[src/rtl/spi_slave_core.sv]
// spi_slave_core: SPI slave serial engine with rx/tx valid-ready handshakes
module spi_slave_core #(
  parameter int DATA_WIDTH = 8,
  parameter bit CPOL = 1'b0,
  parameter bit CPHA = 1'b0
) (
  input  logic                  clk,
  input  logic                  rst,
  input  logic                  sclk_s,
  input  logic                  cs_n_s,
  input  logic                  mosi_s,
  output logic                  miso,
  output logic                  miso_oe,
  output logic [DATA_WIDTH-1:0] rx_data,
  output logic                  rx_valid,
  input  logic                  rx_ready,
  output logic                  rx_overrun,
  input  logic [DATA_WIDTH-1:0] tx_data,
  input  logic                  tx_valid,
  output logic                  tx_ready,
  output logic                  tx_underrun
);
  localparam int CW = $clog2(DATA_WIDTH);
  typedef enum logic {IDLE, ACTIVE} state_t;
  state_t state, state_d;
  logic sclk_q, rise, fall, samp, shft, start, abort, act, done, load, wr, hold_full, load_pending;
  logic [CW-1:0] bit_cnt;
  logic [DATA_WIDTH-1:0] tx_shift, hold, rx_word;
  logic [DATA_WIDTH-2:0] rx_shift;
  always_comb begin
    state_d = cs_n_s ? IDLE : ACTIVE;
    rise = sclk_s & ~sclk_q;
    fall = ~sclk_s & sclk_q;
    samp = (CPOL ^ CPHA) ? fall : rise;
    shft = (CPOL ^ CPHA) ? rise : fall;
    start = (state == IDLE) && !cs_n_s;
    abort = (state == ACTIVE) && cs_n_s;
    act = (state == ACTIVE) && !cs_n_s;
    done = act && samp && (bit_cnt == CW'(DATA_WIDTH-1));
    load = start || (act && shft && load_pending);
    wr = tx_valid && !hold_full;
    rx_word = {rx_shift, mosi_s};
  end
  always_ff @(posedge clk) begin
    if (rst) state <= IDLE;
    else state <= state_d;
  end
  always_ff @(posedge clk) begin
    if (rst) begin
      sclk_q <= 1'b0;
      miso_oe <= 1'b0;
      rx_overrun <= 1'b0;
      tx_underrun <= 1'b0;
      rx_valid <= 1'b0;
      hold_full <= 1'b0;
      hold <= '0;
      tx_shift <= '0;
      rx_data <= '0;
      rx_shift <= '0;
      bit_cnt <= '0;
      load_pending <= 1'b0;
    end else begin
      sclk_q <= sclk_s;
      miso_oe <= !cs_n_s;
      rx_overrun <= done && rx_valid && !rx_ready;
      tx_underrun <= load && !hold_full;
      rx_valid <= done || (rx_valid && !rx_ready);
      hold_full <= wr || (hold_full && !load);
      if (wr) hold <= tx_data;
      if (load) tx_shift <= hold_full ? hold : '0;
      else if (act && shft && (!CPHA || bit_cnt != '0)) tx_shift <= tx_shift << 1;
      if (done) rx_data <= rx_word;
      if (abort) begin
        bit_cnt <= '0;
        load_pending <= 1'b0;
        rx_shift <= '0;
      end else begin
        if (act && samp) begin
          rx_shift <= rx_word[DATA_WIDTH-2:0];
          bit_cnt <= done ? '0 : bit_cnt + 1'b1;
        end
        load_pending <= done || (load_pending && !load);
      end
    end
  end
  assign miso = tx_shift[DATA_WIDTH-1];
  assign tx_ready = !hold_full;
endmodule

[config.mk]
export PLATFORM = sky130hd
export DESIGN_NAME = spi_slave_core
export DESIGN_NICKNAME = d
export VERILOG_FILES = /design/src/rtl/spi_slave_core.sv
export SDC_FILE = /design/constraint.sdc
export NUM_CORES = 1
export LEC_CHECK = 0
export ABC_AREA = 1
export CAP_MARGIN = 20
export CELL_PAD_IN_SITES_DETAIL_PLACEMENT = 1
export CELL_PAD_IN_SITES_GLOBAL_PLACEMENT = 1
export CORE_UTILIZATION = 25
export CTS_CLUSTER_SIZE = 25
export DETAILED_ROUTE_END_ITERATION = 7
export PLACE_DENSITY = 0.62
export SLEW_MARGIN = 20
export SYNTH_ARGS = -nofsm -noshare
export SYNTH_HDL_FRONTEND = slang
export SYNTH_SLANG_ARGS = --single-unit
[constraint.sdc]
create_clock -name clk -period 3.2 [get_ports clk]
set_input_delay 0.64 -clock clk [delete_from_list [all_inputs] [get_ports clk]]
set_output_delay 0.64 -clock clk [all_outputs]
set_load 0.02 [all_outputs]
=== After elaboration in Yosys (flattened, before gate mapping) ===
Index checks and enable logic that the tools add are counted.

* Bits in registers: 42
* Bits in latches: 0
* Bits in writable memories: 0
* Memory bits (read-only): 0
* Input port bits: 15
* Logic and storage cells: 49
* Memories kept: 0

* $add $sub $neg: 1
* Multipliers: 0
* Div/mod/pow operators: 0
* $lt $le $gt $ge: 0
* Eq/ne operators: 1
* Shifts and indexed selects: 0
* Multiplexer cells: 5
* Bitwise logic cells: 5
* Reduce and logical (&&, ||, !) cells: 24

{| class="wikitable"
|+ Operators by type and width
! cell !! count
|-
| $mux 8 || 3
|-
| $logic_and 1x1->1 || 14
|-
| $logic_not 1->1 || 4
|-
| $logic_or 1x1->1 || 4
|-
| $add 3x1->3 const B || 1
|-
| $eq 3x3->1 const B || 1
|-
| $mux 3 || 1
|-
| $not 1->1 || 3
|-
| $and 1x1->1 || 2
|-
| $reduce_bool 2->1 || 1
|-
| $reduce_or 2->1 || 1
|-
| $mux 1 || 1
|}

=== Logic depth before layout (Yosys ltp) ===
* Depth in word-level cells: 8
* Gate-level depth with buffers: 8
* Mapped depth without buffers: 8

=== Worst setup path after synthesis ===
OpenSTA, ideal clock, no wires.

* Path kind: input-to-reg
* From: input rst
* To: register hold[0]
* Library setup time: 0.116 ns
* Arrival time: 1.233 ns
* Path slack: 1.851 ns
* Stages on the path: 5
* Buffers on the path: 2
* Cells stage by stage: buf_4 -> clkinv_1 -> buf_2 -> o21ai_0 -> nor2_1

{| class="wikitable"
|+ RTL lines
! what !! RTL line !! source
|-
| start, declared || 8 || <nowiki>input logic rst,</nowiki>
|-
| end signal, assigned || 69 || <nowiki>if (wr) hold <= tx_data;</nowiki>
|-
| end, declared || 28 || <nowiki>logic [DATA_WIDTH-1:0] tx_shift, hold, rx_word;</nowiki>
|}

==> flow_summary.toml <==
[run_status]
outcome = "finished, violations left"
failed_checks = "DRC"

[clocking]
htree_levels = 2
cts_resized = 0
insertion_delay_ns = 0.29
cts_buffer_depth = 2
cts_hold_buf = 0
numCtsBuffers = 5
cts.sinks = 41
cts_tree = "built"
cts-root-buf = "clkbuf_8"
cts_setup_buffers = 0
path_clk_slew_ns = 0.07

[setup_path]
cp_max_fo = 5
worstSetupEndpointType = "output pin"
crit_cells = 1
cp_data_arrival_time_ns = 1.35
crit_chain = "clkdlybuf4s50_1"
cpLargestDelayFamily = "buffers and inverters"
crit_type = "reg -> out"
required_ns = 2.56
rr_worst_depth = 8
cp_slowest_cell = "clkdlybuf4s50_1"
critPathMaxStageDelay_ns = 0.64
cp.buffers_inverters = 1
critPathLaunchType = "flop"

[drt]
vias = 1459
drt_first_pass_iters = 6
drc_errors = 4
vias_per_cell = 4.241
wl_per_cell_um = 11.57
wl_um = 3979
initialDrtViolationCount = 53
final_antenna_net_count = 0

[power]
vdd_drop_max_mv = 0.1749
p_leak_nw = 0.9078
p_per_area_nw_per_um2 = 468.9

[floorplanning]
die_h_um = 84.23
io_pins = 29
dieArea_um2 = 7095
core_um2 = 6422
num_rows = 29
initial_core_util_pct = 26.32
die_x_um = 84.23

[synth]
ys_ff_latch = 41
yosysSeqAreaShare_pct = 48.56
post_synth_main_area_contributors = "dfxtp_1, nand2_1, inv_1"
yosysWarnings = 0
syn-num-nets = 254
synth_top_area_share_pct = 48.56
syn_inst = 237
avgSynthCellArea_um2 = 7.132
yosysTopAreaCell = "dfxtp_1"
synth.distinct_cells = 19
netlist_area_um2 = 1690

[layout]
utilization_pct = 32.94
fill_cells = 790
n_antenna_cell = 0
final_cells = 344
drive_above_1_share_pct = 5.243
syn_to_final_growth_pct = 25.17
layout.nets = 284

[sta]
timing.slew.headroom_pct = 69.25
timing.final.crit_period_ns = 1.989
worst_slew_pin_slew_ns = 0.4602
slew_violations = 0
grt_setup_unrepaired = "false"
hold_viol_final = 0
tns_ns = 0
holdWs_ns = 0.4682
skew_ns = 0.002751
finalCritPeriodShare_pct = 62.17
setup_violations = 0
timing.fmax_mhz = 502.7

[global_route]
use_met3_pct = 3.048
grt_pass1_vias = 1515
grt.overflow.total = 0
grt_usage_pct = 12.30
antenna_found_initial = 0
grt_max_degree = 21
busiest_layer = "met2"
met1_usage_pct = 14.91
grt_pass1_wl_um = 6955
use_met2_pct = 21.24

[hold_path]
whs_path_depth = 2
min_path_type = "reg -> reg"

[placed_design]
numPortBuffers = 28
hpwlAfterDp_um = 2897
place_inst = 337
place.gp.congestion = 0.7440

[job]
cap_violations = 0
-- synth_stat cells (all sizes together) --
master / count
a21oi: 18
nor3: 2
o31ai: 1
o21ai: 25
buf: 7
clkinv: 1
ha: 2
nand3: 3
inv: 38
nand2: 64
dfxtp: 41
nand4: 1
nor2: 34
-- per-stage QoR --
step           total power, mW  worst slack, ns  area (um^2)
2_1_floorplan           0.6178            1.851         1690
3_3_place_gp            0.6610            1.015         2029
3_5_place_dp            0.6626           0.9044         2029
4_1_cts                  1.013            1.191         2116
5_1_grt                  1.050            1.002         2116
6_report                0.9921            1.211         2116
-- final cells by class --
type / count / area (um^2) / area share (%)
tap: 77 / 96.34 / 4.554
multi-input combinational: 150 / 670.6 / 31.70
clock buffer: 7 / 86.33 / 4.080
sequential: 41 / 820.8 / 38.79
timing repair buffer: 30 / 295.3 / 13.96
inverter: 39 / 146.4 / 6.919
-- layout by cell type, fill, tap and decap left out, drive strengths merged --
| master | Yosys | routed |
|---|---|---|
| o31ai | 1 | 1 |
| a21oi | 18 | 18 |
| o21ai | 25 | 25 |
| inv | 38 | 38 |
| clkbuf | 0 | 7 |
| nand4 | 1 | 1 |
| clkdlybuf4s50 | 0 | 28 |
| buf | 7 | 2 |
| nand2 | 64 | 64 |
| dfxtp | 41 | 41 |
| nor2 | 34 | 34 |
| nand3 | 3 | 3 |
| nor3 | 2 | 2 |
| ha | 2 | 2 |
| clkinv | 1 | 1 |
-- report_power, final --
part	switching, mW	leakage, nW	internal, mW	total, mW
Combinational	0.0614	0.529	0.0444	0.106
Clock	0.173	0.0443	0.171	0.344
Sequential	0.0112	0.335	0.531	0.542
-- metal layers --
layer  share of wire, %  up-vias
met3                3.2        5
met5                  0        -
met1                 49      654
met2                 47       20
met4               0.93        0
li1                   -      780
-- flip-flops by register name (all words and copies together) (netlist names) --
register / cells
hold: 8
tx_shift: 8
bit_cnt: 3
rx_overrun: 1
hold_full: 1
tx_underrun: 1
load_pending: 1
rx_shift: 7
sclk_q: 1
rx_data: 8
rx_valid: 1
state: 1
-- kinds of logic (layout without fill, tap and decap cells) --
| family | after synthesis | in the layout | synth area share (%) |
|---|---|---|---|
| simple gates | 104 | 104 | 24.80 |
| buf+inv | 46 | 76 | 11.77 |
| compound gates | 44 | 44 | 13.40 |
| flops | 41 | 41 | 48.56 |
| fa+ha+maj | 2 | 2 | 1.480 |
-- path summary, 6_finish.rpt --
path | from | to | slack [ns]
worst max-delay path | state | miso_oe | 1.21
worst min-delay path | tx_shift[0] | tx_shift[0] | 0.47
worst max register to register | state | rx_data[5] | 1.71
worst min register to register | tx_shift[0] | tx_shift[0] | 0.47
Power figures use the tool's default switching activity.
